===== config.mk =====
export PLATFORM = sky130hd
export DESIGN_NAME = serial_subtractor
export DESIGN_NICKNAME = d
export VERILOG_FILES = /design/src/rtl/sub_pkg.sv /design/src/rtl/full_subtractor.sv /design/src/rtl/serial_subtractor.sv
export SDC_FILE = /design/constraint.sdc
export NUM_CORES = 1
export LEC_CHECK = 0
export CORE_ASPECT_RATIO = 0.7
export CORE_MARGIN = 2
export CORE_UTILIZATION = 54
export DETAILED_ROUTE_END_ITERATION = 6
export PLACE_DENSITY = 0.95
export SETUP_SLACK_MARGIN = 0.02
export SYNTH_ARGS = -nofsm -noshare
export SYNTH_HDL_FRONTEND = slang
export SYNTH_HIERARCHICAL = 1
export SYNTH_SLANG_ARGS = --single-unit
export TNS_END_PERCENT = 50

===== constraint.sdc =====
create_clock -name Clock -period 3.25 [get_ports Clock]
set_input_delay 0.8125 -clock Clock [delete_from_list [all_inputs] [get_ports Clock]]
set_output_delay 0.8125 -clock Clock [all_outputs]
set_load 0.02 [all_outputs]

===== src/rtl/sub_pkg.sv =====
// Shared definitions for the serial arithmetic family: FSM state encodings
// and the two's-complement overflow helper used when a result is finalised.
package sub_pkg;

  typedef enum logic [1:0] {
    ST_IDLE = 2'd0,
    ST_RUN  = 2'd1,
    ST_DONE = 2'd2
  } sub_state_e;

  // Signed overflow of a - b, judged from the operand and result sign bits.
  function automatic logic signed_sub_ovf(input logic a_msb,
                                          input logic b_msb,
                                          input logic d_msb);
    return (a_msb ^ b_msb) & (a_msb ^ d_msb);
  endfunction

endpackage


===== src/rtl/full_subtractor.sv =====
// One-bit subtractor cell: difference and borrow-out of a - b - bin.
module full_subtractor (
  input  logic a,
  input  logic b,
  input  logic bin,
  output logic d,
  output logic bout
);

  assign d    = a ^ b ^ bin;
  assign bout = (~a & b) | (~(a ^ b) & bin);

endmodule


===== src/rtl/serial_subtractor.sv =====
// Bit-serial A - B: operands shift out LSB-first through one full_subtractor,
// the difference shifts into Result from the MSB side; Width edges per operation.
module serial_subtractor
  import sub_pkg::*;
#(
  parameter int unsigned Width = 16
) (
  input  logic             Clock,
  input  logic             Reset_n,
  input  logic             Start,
  input  logic [Width-1:0] A,
  input  logic [Width-1:0] B,
  output logic             Ready,
  output logic             Done,
  output logic [Width-1:0] Result,
  output logic             Bout,
  output logic             Ovf
);

  localparam int unsigned CntW = $clog2(Width);
  localparam logic [CntW-1:0] LastBit = CntW'(Width - 1);

  sub_state_e       state_q, state_d;
  logic [Width-1:0] a_q, a_d;
  logic [Width-1:0] b_q, b_d;
  logic [Width-1:0] res_q, res_d;
  logic             bw_q, bw_d;
  logic [CntW-1:0]  cnt_q, cnt_d;
  logic             bout_q, bout_d;
  logic             ovf_q, ovf_d;

  logic             cell_d;
  logic             cell_bout;

  full_subtractor u_cell (
    .a    (a_q[0]),
    .b    (b_q[0]),
    .bin  (bw_q),
    .d    (cell_d),
    .bout (cell_bout)
  );

  // State register and datapath flops.
  always_ff @(posedge Clock or negedge Reset_n) begin
    if (!Reset_n) begin
      state_q <= ST_IDLE;
      a_q     <= '0;
      b_q     <= '0;
      res_q   <= '0;
      bw_q    <= 1'b0;
      cnt_q   <= '0;
      bout_q  <= 1'b0;
      ovf_q   <= 1'b0;
    end else begin
      state_q <= state_d;
      a_q     <= a_d;
      b_q     <= b_d;
      res_q   <= res_d;
      bw_q    <= bw_d;
      cnt_q   <= cnt_d;
      bout_q  <= bout_d;
      ovf_q   <= ovf_d;
    end
  end

  // Next-state and datapath update.
  always_comb begin
    state_d = state_q;
    a_d     = a_q;
    b_d     = b_q;
    res_d   = res_q;
    bw_d    = bw_q;
    cnt_d   = cnt_q;
    bout_d  = bout_q;
    ovf_d   = ovf_q;
    case (state_q)
      ST_IDLE: begin
        if (Start) begin
          a_d     = A;
          b_d     = B;
          bw_d    = 1'b0;
          cnt_d   = '0;
          state_d = ST_RUN;
        end else begin
          state_d = ST_IDLE;
        end
      end
      ST_RUN: begin
        a_d   = {1'b0, a_q[Width-1:1]};
        b_d   = {1'b0, b_q[Width-1:1]};
        res_d = {cell_d, res_q[Width-1:1]};
        bw_d  = cell_bout;
        // On the last bit the shifted-out operand bits are the captured sign bits.
        if (cnt_q == LastBit) begin
          bout_d  = cell_bout;
          ovf_d   = signed_sub_ovf(a_q[0], b_q[0], cell_d);
          state_d = ST_DONE;
        end else begin
          cnt_d   = cnt_q + {{(CntW-1){1'b0}}, 1'b1};
          state_d = ST_RUN;
        end
      end
      ST_DONE: begin
        state_d = ST_IDLE;
      end
      default: begin
        state_d = ST_IDLE;
      end
    endcase
  end

  assign Ready  = (state_q == ST_IDLE);
  assign Done   = (state_q == ST_DONE);
  assign Result = res_q;
  assign Bout   = bout_q;
  assign Ovf    = ovf_q;

endmodule


Yosys cells after proc, flatten, opt, wreduce, memory -nomap -nowiden --
Index checks and enable logic that the tools add are counted.
Cells by class: equality and inequality tests 5, reduce and logical (&&, ||, !) cells 5, bitwise gates (word level) 9, add/subtract/negate cells 1, multiplexer cells 12
Operators with widths (count):
- case mux 16 bit (2 select lines) | 2
- 2-to-1 mux 16 bit | 2
- 2-to-1 mux 4 bit | 2
- case mux 4 bit (2 select lines) | 1
- adder 4 x 1 -> 4 bit (second input constant) | 1
- equality test 4 bit (second input constant) | 1
- inequality test 2 bit (second input constant) | 2
- case mux 2 bit (2 select lines) | 1
- AND reduction 2 bit | 2
- bitwise AND 1 bit | 3
- AND reduction 3 bit | 1
- XOR 1 bit | 3
- equality test 2 x 1 -> 1 bit (second input constant) | 1
- equality test 2 bit (second input constant) | 1
- zero test 2 bit | 1
- 2-to-1 mux 1 bit | 2
- 2-to-1 mux 2 bit | 1
- NOT 1 bit | 2
- case mux 1 bit (2 select lines) | 1
- nonzero test 2 bit | 1
- bitwise OR 1 bit | 1
Word-level totals: bits in registers 57, output and inout bits 20, logic and storage cells 40

Logic depth before layout (Yosys ltp) --
Gate-level depths: netlist of the first run.
depth in word-level cells 5, gate-level depth with buffers 5

Modules after synthesis --
Netlist of the first run, hierarchy kept.
By module, submodules not included:
- serial_subtractor | area an instance 2464.9 µm², instances 1, cells each 283
- full_subtractor | area an instance 31.3 µm², instances 1, cells each 4

Worst setup path before layout of the first run --
Ideal clock, no wire load.
kind input-to-reg, start point in Start, end point reg cnt_q[1], data arrival time 1608 ps, stages on the path 4, required time 3130 ps, setup slack 1522 ps, setup time 120 ps, cells stage by stage or3b_1 > buf_2 > buf_6 > a31o_1
Between the ends: word-level cells in the longest chain between the ends 2
RTL lines:
- start, declared | line serial_subtractor.sv:10 | input logic Start,
- inequality test 2 bit (no source line)
- AND reduction 3 bit (no source line)
- end signal, assigned | line serial_subtractor.sv:60 | cnt_q <= cnt_d;
- end, declared | line serial_subtractor.sv:28 | logic [CntW-1:0] cnt_q, cnt_d;
No other way between the ends. A chain may end at the register's enable or synchronous reset.

Worst setup path after layout of the first run --
start point reg state_q[1], end point out Done
Between the ends: word-level cells in the longest chain between the ends 1
RTL lines:
- start, declared | line serial_subtractor.sv:23 | sub_state_e state_q, state_d;
- start signal, assigned | line serial_subtractor.sv:55 | state_q <= state_d;
- equality test 2 bit | line serial_subtractor.sv:113 | assign Done = (state_q == ST_DONE);
- end, declared | line serial_subtractor.sv:14 | output logic Done,
No other way between the ends.

==> results of run 1 <==
[final cells by class]
cell class                      count  area (um2)
Sequential cell                    57        1426
Fill cell                         323        1189
Multi-Input combinational cell    207       967.2
Timing Repair Buffer               59       573.1
Clock buffer                       11       141.4
Tap cell                           55       68.82
Clock inverter                      4       20.02
Inverter                            5       18.77
[through the flow]
step / hold slack (ns) / util (%) / instances / instance area, um2
6_report: 0.4802 / 73.01 / 398 / 3216
5_1_grt: 0.5147 / 73.01 / 398 / 3216
4_1_cts: 0.4871 / 73.01 / 398 / 3216
3_5_place_dp: 0.4743 / 69.35 / 383 / 3054
3_3_place_gp: 0.4615 / 69.35 / 383 / 3054
2_1_floorplan: 0.4661 / - / 287 / 2496
[sequential cells by signal, summed over array words and instances (netlist names)]
name     cells
Bout         1
Result      16
cnt_q        4
Ovf          1
state_q      2
bw_q         1
b_q         16
a_q         16
[power by group]
part / internal (W) / switching (W) / leakage [nW]
Combinational: 0.000520 / 0.000678 / 0.739
Sequential: 0.00103 / 0.000211 / 0.676
Clock: 0.000287 / 0.000259 / 0.0887
Total: 0.00183 / 0.00115 / 1.50
[layer usage]
layer	track usage, %	wire length, um
met3	9.252	311
met5	0	0
met1	26.57	2340
met2	34.82	2347
met4	7.710	65
[how the worst min path moves through the flow]
stage,start,to,cells after the start
after global placement,Result[0]$_DFFE_PN0P_,Result[0]$_DFFE_PN0P_,2
after global routing,Result[6]$_DFFE_PN0P_,Result[5]$_DFFE_PN0P_,2
after floorplan,bw_q$_DFFE_PN0P_,bw_q$_DFFE_PN0P_,2
final,Result[0]$_DFFE_PN0P_,Result[0]$_DFFE_PN0P_,2
after detailed placement,Result[0]$_DFFE_PN0P_,Result[0]$_DFFE_PN0P_,2
after CTS,Result[6]$_DFFE_PN0P_,Result[5]$_DFFE_PN0P_,2
[kinds of logic after synthesis]
kind of cell	synth area share [%]
compound gates	9.574
flops	57.14
mux	0.8521
buf+inv	4.461
fa+ha+maj	1.303
simple gates	26.67
[placed cells by master, fill, tap and decap left out, drive strengths merged]
cell type        n
clkbuf          11
nand3            5
o221ai           1
inv              5
clkinv           4
a31oi           30
nor2b            5
nand2b           1
or3              1
nor3b            2
ha               1
or3b             1
o21ai            3
mux2             1
nand2          116
nor2            32
dfrtp           57
buf              6
fa               1
mux2i            1
a21oi            3
clkdlybuf4s50   53
and3             2
a31o             1
[tightest hold or removal path, stage by stage, from the launching register on]
cell and delay (ns):
dfrtp_1 0.34, nand2_1 0.05, nand2_1 0.06
==> metrics.yaml, run 1 <==
area_delta_synth_final_pct: 28.82
grt_pass1_wl_um: 8507
die-area_um2: 5191
vias_per_cell: 5.269
clkSlewWorstSetupHoldPaths_ns: 0.06
yosys_warnings: 6
setup_viol: 0
drt-initial-drc-count: 93
num_antenna_cells: 0
hold_viol_final: 0
wl_um: 5064
reg2reg_slack_ns: 1.30
outcome: "complete, no violations"
synth.most_common_cell: "nand2_1"
netlist.top_cell.by_area: "dfrtp_1"
synth_area_per_cell_um2: 8.697
worstRegToRegCells: 3
rows: 20
critPathRequiredTime_ns: 2.44
port_buffers: 54
report.final.slew_viol_count: 0
boundaryPins: 55
vdd.ir_drop.worst_mv: 0.7212
syn_nets: 324
fin_crit_ns: 2.357
drc: 0
nets: 376
relSlewSlack_pct: 44.35
grt_max_degree: 47
start_kind: "register"
cts-root-buf: "clkbuf_8"
ys.flop_type: "dfrtp_1"
core-area_um2: 4404
crit_chain: "nor2b_1, clkdlybuf4s50_1"
tightestPinTransition_ns: 0.8347
gr-usage-all-layers_pct: 21.55
layout-drive-gt1-share_pct: 6.997
initial_core_util_pct: 56.68
numCtsBuffers: 9
ys_seq_elements: 57
crit_buf_inv: 1
syn_inst: 287
grt_pass1_vias: 2021
crit_end: "Done"
synth_edf_count: 0
vias: 2097
overflow: 0
wl_per_cell_um: 12.72
clock_latency_ns: 0.33
antenna_found_initial: 0
setup_tns_ns: 0
crit_path_max_incr_delay_ns: 0.61
cts_tree: "done"
critPathMaxFanout: 6
power_w: 0.002981
synthTopCellsByArea: "dfrtp_1, nand2_1, a31oi_1"
hpwl_um: 3375
finalWeightedCongestion: 0.7793
post_cts_resized: 0
crit_start: "state_q[1]$_DFF_PN0_"
syn-cell-area_um2: 2496
criticalPathCategory: "register to primary output"
cts_setup_buffers: 0
crit_cells: 2
r2r_start: "state_q[1]$_DFF_PN0_"
cp.arrival_ns: 1.54
ant_nets: 0
cp_top_family: "buffers and inverters"
clockBufferDepth: 2
min_path_type: "register to register"
synth.top_cell.area_share_pct: 57.14
p_leak_nw: 1.504
synth_cell_types: 25
fin_ws_ns: 0.8933
slowest_stage: "clkdlybuf4s50_1"
powerDensity_nw_per_um2: 926.9
finalCritPeriodShare_pct: 72.51
rsz0062_at_grt: "no"
synthTopCellsByCount: "nand2_1, dfrtp_1, nor2_1"
max_freq_mhz: 424.3
cts.sinks: 57
clock_skew_ns: 0.006495
r2r_end: "Bout$_DFFE_PN0P_"
holdBufCountCts: 0
die_h_um: 60.89
critPathCaptureType: "primary output"
htreeDepth: 3
synthArstFlopShare_pct: 100.0
yosysSeqAreaShare_pct: 57.14
drt_first_pass_iters: 4
dpl_worst_slack_ns: 0.9451
cap_violations: 0
die_w_um: 85.26
No activity file was read; power rests on OpenSTA's default activity.
==> inputs of run 2 (changes only) <==
--- a/config.mk
+++ b/config.mk
@@ -7,9 +7,9 @@
 export LEC_CHECK = 0
 export CORE_ASPECT_RATIO = 0.7
 export CORE_MARGIN = 2
-export CORE_UTILIZATION = 54
+export CORE_UTILIZATION = 50
 export DETAILED_ROUTE_END_ITERATION = 6
-export PLACE_DENSITY = 0.95
+export PLACE_DENSITY = 0.9
 export SETUP_SLACK_MARGIN = 0.02
 export SYNTH_ARGS = -nofsm -noshare
 export SYNTH_HDL_FRONTEND = slang
==> constraint.sdc (replaced) <==
create_clock -name Clock -period 2.3 [get_ports Clock]
set_input_delay 0.575 -clock Clock [delete_from_list [all_inputs] [get_ports Clock]]
set_output_delay 0.575 -clock Clock [all_outputs]
set_load 0.02 [all_outputs]
==> run 2 against run 1 <==
Against the previous run: global-route usage rose by 0.37 points; final area up 5.0%; total power is 60% higher; critical path depth stayed put; combinational power up 44%; worst hold slack got worse by 0.30 ns; count of clock-buffer cells in the layout is the same; routed wire length grew 8.0%; clock power rose by 140%; first-iteration DRC count is 68% higher; flip-flop and latch count unchanged; sequential share of layout area down 2.1 points.
==> metrics.yaml, run 2 (same netlist as run 1, synthesis figures left out) <==
fin_cells: 415  # +4.3%
criticalPathCategory: "register to primary output"
crit_start: "state_q[1]$_DFF_PN0_"
gr-usage-all-layers_pct: 21.92  # +0.37 points
drc: 0  # unchanged
start_kind: "register"
fin_crit_ns: 2.136
antenna_found_initial: 0  # unchanged
critPathCaptureType: "primary output"
powerDensity_nw_per_um2: 1413  # +52%
cts_tree: "done"
holdBufCountCts: 0  # unchanged
finalCritPeriodShare_pct: 92.89
setup_viol: 0  # unchanged
htreeDepth: 3  # unchanged
clock_skew_ns: 0.01062  # +0.004121 ns
reg2reg_slack_ns: 0.64  # -0.66 ns
area_delta_synth_final_pct: 35.24
cts.sinks: 57  # unchanged
vias_per_cell: 5.092  # -3.4%
wl_um: 5469  # +8.0%
vdd.ir_drop.worst_mv: 0.5728  # -21%
max_freq_mhz: 468.1
setup_tns_ns: 0  # unchanged
wl_per_cell_um: 13.18  # +3.6%
min_path_type: "input port to async pin"
post_dp_cell_area_um2: 3099  # +1.5%
grt_pass1_vias: 2052  # +1.5%
post_cts_resized: 0  # unchanged
numCtsBuffers: 9  # unchanged
clockBufferDepth: 2  # unchanged
fillers: 362  # +12%
grt_max_degree: 40  # -15%
layout-drive-gt1-share_pct: 8.092  # +1.1 points
nets: 378  # +0.53%
r2r_start: "state_q[1]$_DFF_PN0_"
boundaryPins: 55  # unchanged
grt_pass1_wl_um: 9218  # +8.4%
final_cell_mix: "nand2_1, dfrtp_1, clkdlybuf4s50_1, nor2_1, a31oi_1"
critPathRequiredTime_ns: 1.73  # -0.71 ns
port_buffers: 54  # unchanged
outcome: "complete, no violations"
ant_nets: 0  # unchanged
die-area_um2: 5583  # +7.5%
overflow: 0  # unchanged
critPathMaxFanout: 6  # unchanged
dp.cells: 399  # +4.2%
final_common_cell: "nand2_1"
cp.arrival_ns: 1.56  # +0.02 ns
power_w: 0.004770  # +60%
num_antenna_cells: 0  # unchanged
drt_first_pass_iters: 4  # unchanged
hpwl_um: 3663  # +8.5%
report.final.slew_viol_count: 0  # unchanged
clock_latency_ns: 0.34  # about the same
cts_setup_buffers: 0  # unchanged
initial_core_util_pct: 52.20  # -4.5 points
die_h_um: 63.12  # +3.7%
finalWeightedCongestion: 0.8009  # +2.8%
vias: 2113  # +0.76%
rows: 21  # +5.0%
drt-initial-drc-count: 156  # +68%
relSlewSlack_pct: 68.01  # +24 points
p_leak_nw: 1.570  # +4.4%
tightestPinTransition_ns: 0.4798  # -0.3549 ns
clkSlewWorstSetupHoldPaths_ns: 0.07  # about the same
finalInstanceArea_um2: 3376  # +5.0%
cap_violations: 0  # unchanged
core-area_um2: 4782  # +8.6%
die_w_um: 88.45  # +3.7%
postLayoutCoreUtil_pct: 70.59  # -2.4 points
cts-root-buf: "clkbuf_8"
rsz0062_at_grt: "no"
hold_viol_final: 0  # unchanged
## run 2: final timing paths
kind                                          end  depth (start not counted)
max in group asynchronous  Result[11]$_DFFE_PN0P_                          2
min in group Clock          Result[0]$_DFFE_PN0P_                          2
setup reg to reg               a_q[7]$_DFFE_PN0P_                          4
hold / removal                 b_q[6]$_DFFE_PN0P_                          1
hold reg to reg             Result[0]$_DFFE_PN0P_                          2
setup / recovery                             Done                          2
## run 2: per-layer routing
metal / GRT usage [%] / vias to the layer above / share of wire (%)
met1: 29.62 / 993 / 45
met5: 0 / - / 0
li1: - / 1047 / -
met3: 8.257 / 5 / 6.5
met4: 7.008 / 0 / 0.91
met2: 32.89 / 68 / 47
## run 2: area by class of cell
type / count / area [um2] / share of cell area (%)
sequential: 57 / 1426 / 42.25
inverter: 5 / 18.77 / 0.5560
multi-input combinational: 207 / 967.2 / 28.65
timing repair buffer: 61 / 600.6 / 17.79
clock inverter: 5 / 125.1 / 3.706
tap: 69 / 86.33 / 2.557
clock buffer: 11 / 151.4 / 4.485
## run 2: where the power goes
group | total, W | leakage [nW] | switching (W) | internal, W
logic | 0.00173 | 0.754 | 0.000976 | 0.000750
registers | 0.00175 | 0.676 | 0.000305 | 0.00145
clock network | 0.00129 | 0.140 | 0.000406 | 0.000887
## run 2: metrics by stage
step	setup slack, ns	hold WS, ns
5_1_grt	0.07576	0.2054
2_1_floorplan	0.8097	0.2794
4_1_cts	0.1372	0.1883
3_3_place_gp	0.2480	0.4588
6_report	0.1635	0.1821
3_5_place_dp	0.2210	0.4733
## run 2: critical path, stage by stage (launching register included)
cell and delay [ns]:
dfrtp_1 0.46, nor2b_1 0.16, clkdlybuf4s50_1 0.61
==> RTL edit (flow settings as in run 1) <==
Take the reset off `b_q` and load it in a clocked block of its own.
--- a/src/rtl/serial_subtractor.sv
+++ b/src/rtl/serial_subtractor.sv
@@ -45,7 +45,6 @@
     if (!Reset_n) begin
       state_q <= ST_IDLE;
       a_q     <= '0;
-      b_q     <= '0;
       res_q   <= '0;
       bw_q    <= 1'b0;
       cnt_q   <= '0;
@@ -54,13 +53,16 @@
     end else begin
       state_q <= state_d;
       a_q     <= a_d;
-      b_q     <= b_d;
       res_q   <= res_d;
       bw_q    <= bw_d;
       cnt_q   <= cnt_d;
       bout_q  <= bout_d;
       ovf_q   <= ovf_d;
     end
+  end
+
+  always_ff @(posedge Clock) begin
+    b_q <= b_d;
   end
 
   // Next-state and datapath update.
Formal check against the unedited RTL: same outputs for any inputs over 10 cycles, from zero or initial values and one cycle with Reset_n low; that may be too few to reach the edited logic, so the function may still have changed.
==> RTL edit against run 1 <==
- design area increased by 3.8%
- highest routed layer unchanged
- wire length increased by 8.6%
- setup slack got worse by 0.11 ns
- die area increased by 2.5%
- area after synthesis increased by 2.7%
- sequential cell count unchanged
- power increased by 14%
- count of clock-buffer cells in the layout increased by 1
- sequential power increased by 6%
==> RTL edit: results (changes against run 1) <==
{| class="wikitable"
! Metric !! Value
|-
| Status || complete, no violations
|-
| Antenna cell count || 0 (unchanged)
|-
| Global-route usage over all layers || 22.79% (+1.2 points)
|-
| Transition time of the tightest slew-check pin || 0.9206 ns (+0.08588 ns)
|-
| Pin count of the biggest net entering global routing || 42 (-11%)
|-
| Number of violations reported at the end of detailed-routing iteration 0 || 104 (+12%)
|-
| Clock transition at the register clock pins on the worst setup and hold paths after CTS || 0.07 ns
|-
| Site row count || 20 (unchanged)
|-
| Worst IR Drop VDD || 0.5154 mV (-29%)
|-
| Ratio of routed vias to standard cells || 5.348 (+1.5%)
|-
| Net Count, Synth || 306 (-5.6%)
|-
| Max FO, Critical Path || 8 (+2)
|-
| # port buffers || 54 (unchanged)
|-
| Number of buffers between clock root and the deepest sink || 2 (unchanged)
|-
| Wire length of the first global-routing pass || 8852 um (+4.1%)
|-
| Async SR Flop Fraction || 71.93% (-28 points)
|-
| Quantity of gates resized following cts || 0 (unchanged)
|-
| Startpoint of the most critical register-to-register path || state_q[0]
|-
| Static leakage || 1.624 nW (+8.0%)
|-
| Detailed-route wire length per cell || 14.40 um (+13%)
|-
| Net count reported at finish || 359 (-4.5%)
|-
| Number of distinct standard cells referenced by the synthesized netlist || 36 (+44%)
|-
| Most numerous cell types in the synthesized netlist || nand2_1 (112), dfrtp_1 (41), a21oi_1 (16), edfxtp_1 (16), o21ai_0 (16)
|-
| Register-to-Register Path Depth || 4 (+1)
|-
| Register-to-register setup slack || 1.10 ns (-0.20 ns)
|-
| EDFF count, synth || 16 (+16)
|-
| Critical path endpoint || Done
|-
| Placer congestion estimate || 0.8098 (+3.9%)
|-
| Fill cells || 315 (-2.5%)
|-
| Skew final || 0.007279 ns (+0.0007846 ns)
|-
| Share of cells above drive strength 1 || 8.563% (+1.6 points)
|-
| Worst endpoint data arrival time || 1.65 ns (+0.11 ns)
|-
| Largest cells by area after synthesis || dfrtp_1 (40%), edfxtp_1 (19%), nand2_1 (16%)
|-
| Seq/Total Area, Yosys || 58.79% (+1.6 points)
|-
| Post-detailed-placement half-perimeter wirelength || 3575 um (+5.9%)
|}
==> RTL edit: worst min path at each step <==
stage	endpoint	from	slack [ns]
after CTS	Result[0]	Result[0]	0.49
after global routing	a_q[6]	a_q[6]	0.51
final	Result[0]	Result[0]	0.48
after floorplan	a_q[10]	a_q[10]	0.45
after detailed placement	Result[0]	Result[0]	0.47
after global placement	Result[0]	Result[0]	0.46
==> RTL edit: logic make-up (layout without fill, tap and decap cells) <==
group	count (synthesis)	in the layout	share of synthesized area, %
mux	1	1	0.5858
flops	57	57	58.79
simple gates	144	144	25.68
compound gates	40	40	8.888
buf+inv	24	82	4.443
xor+xnor	1	1	0.3419
fa+ha+maj	2	2	1.269
==> RTL edit: cell type report <==
cell class / instances / area [um^2] / area share, %
repair buffers: 60 / 580.6 / 17.39
clock buffers: 12 / 166.4 / 4.985
well taps: 55 / 68.82 / 2.061
inverters: 6 / 22.52 / 0.6747
multi-input cells: 188 / 944.7 / 28.30
flip-flops and latches: 57 / 1506 / 45.13
clock inverters: 4 / 48.80 / 1.462
==> RTL edit: critical path, cell delays in order (launching register included) <==
cell,delay (ns)
dfrtp_1,0.52
nor2b_1,0.18
clkdlybuf4s50_1,0.61
==> RTL edit: per-stage QoR <==
step           instances  setup slack (ns)  instance area [um^2]  total power [mW]
2_1_floorplan        269             1.362                  2562             2.196
3_3_place_gp         366            0.7429                  3123             2.590
3_5_place_dp         366            0.6207                  3123             2.685
4_1_cts              382            0.7999                  3338             3.404
5_1_grt              382            0.7369                  3338             3.626
6_report             382            0.7864                  3338             3.397
==> RTL edit: layer usage <==
layer / GRT usage, % / routed length (um)
met5: 0 / 0
met4: 5.804 / 61
met1: 27.72 / 2436
met2: 39.45 / 2616
met3: 8.579 / 388
==> RTL edit: power breakdown <==
| part | total [mW] | switching, mW | internal, mW |
|---|---|---|---|
| Sequential | 1.32 | 0.202 | 1.12 |
| Combinational | 1.37 | 0.789 | 0.584 |
| Clock | 0.705 | 0.285 | 0.420 |
| Total | 3.40 | 1.28 | 2.12 |
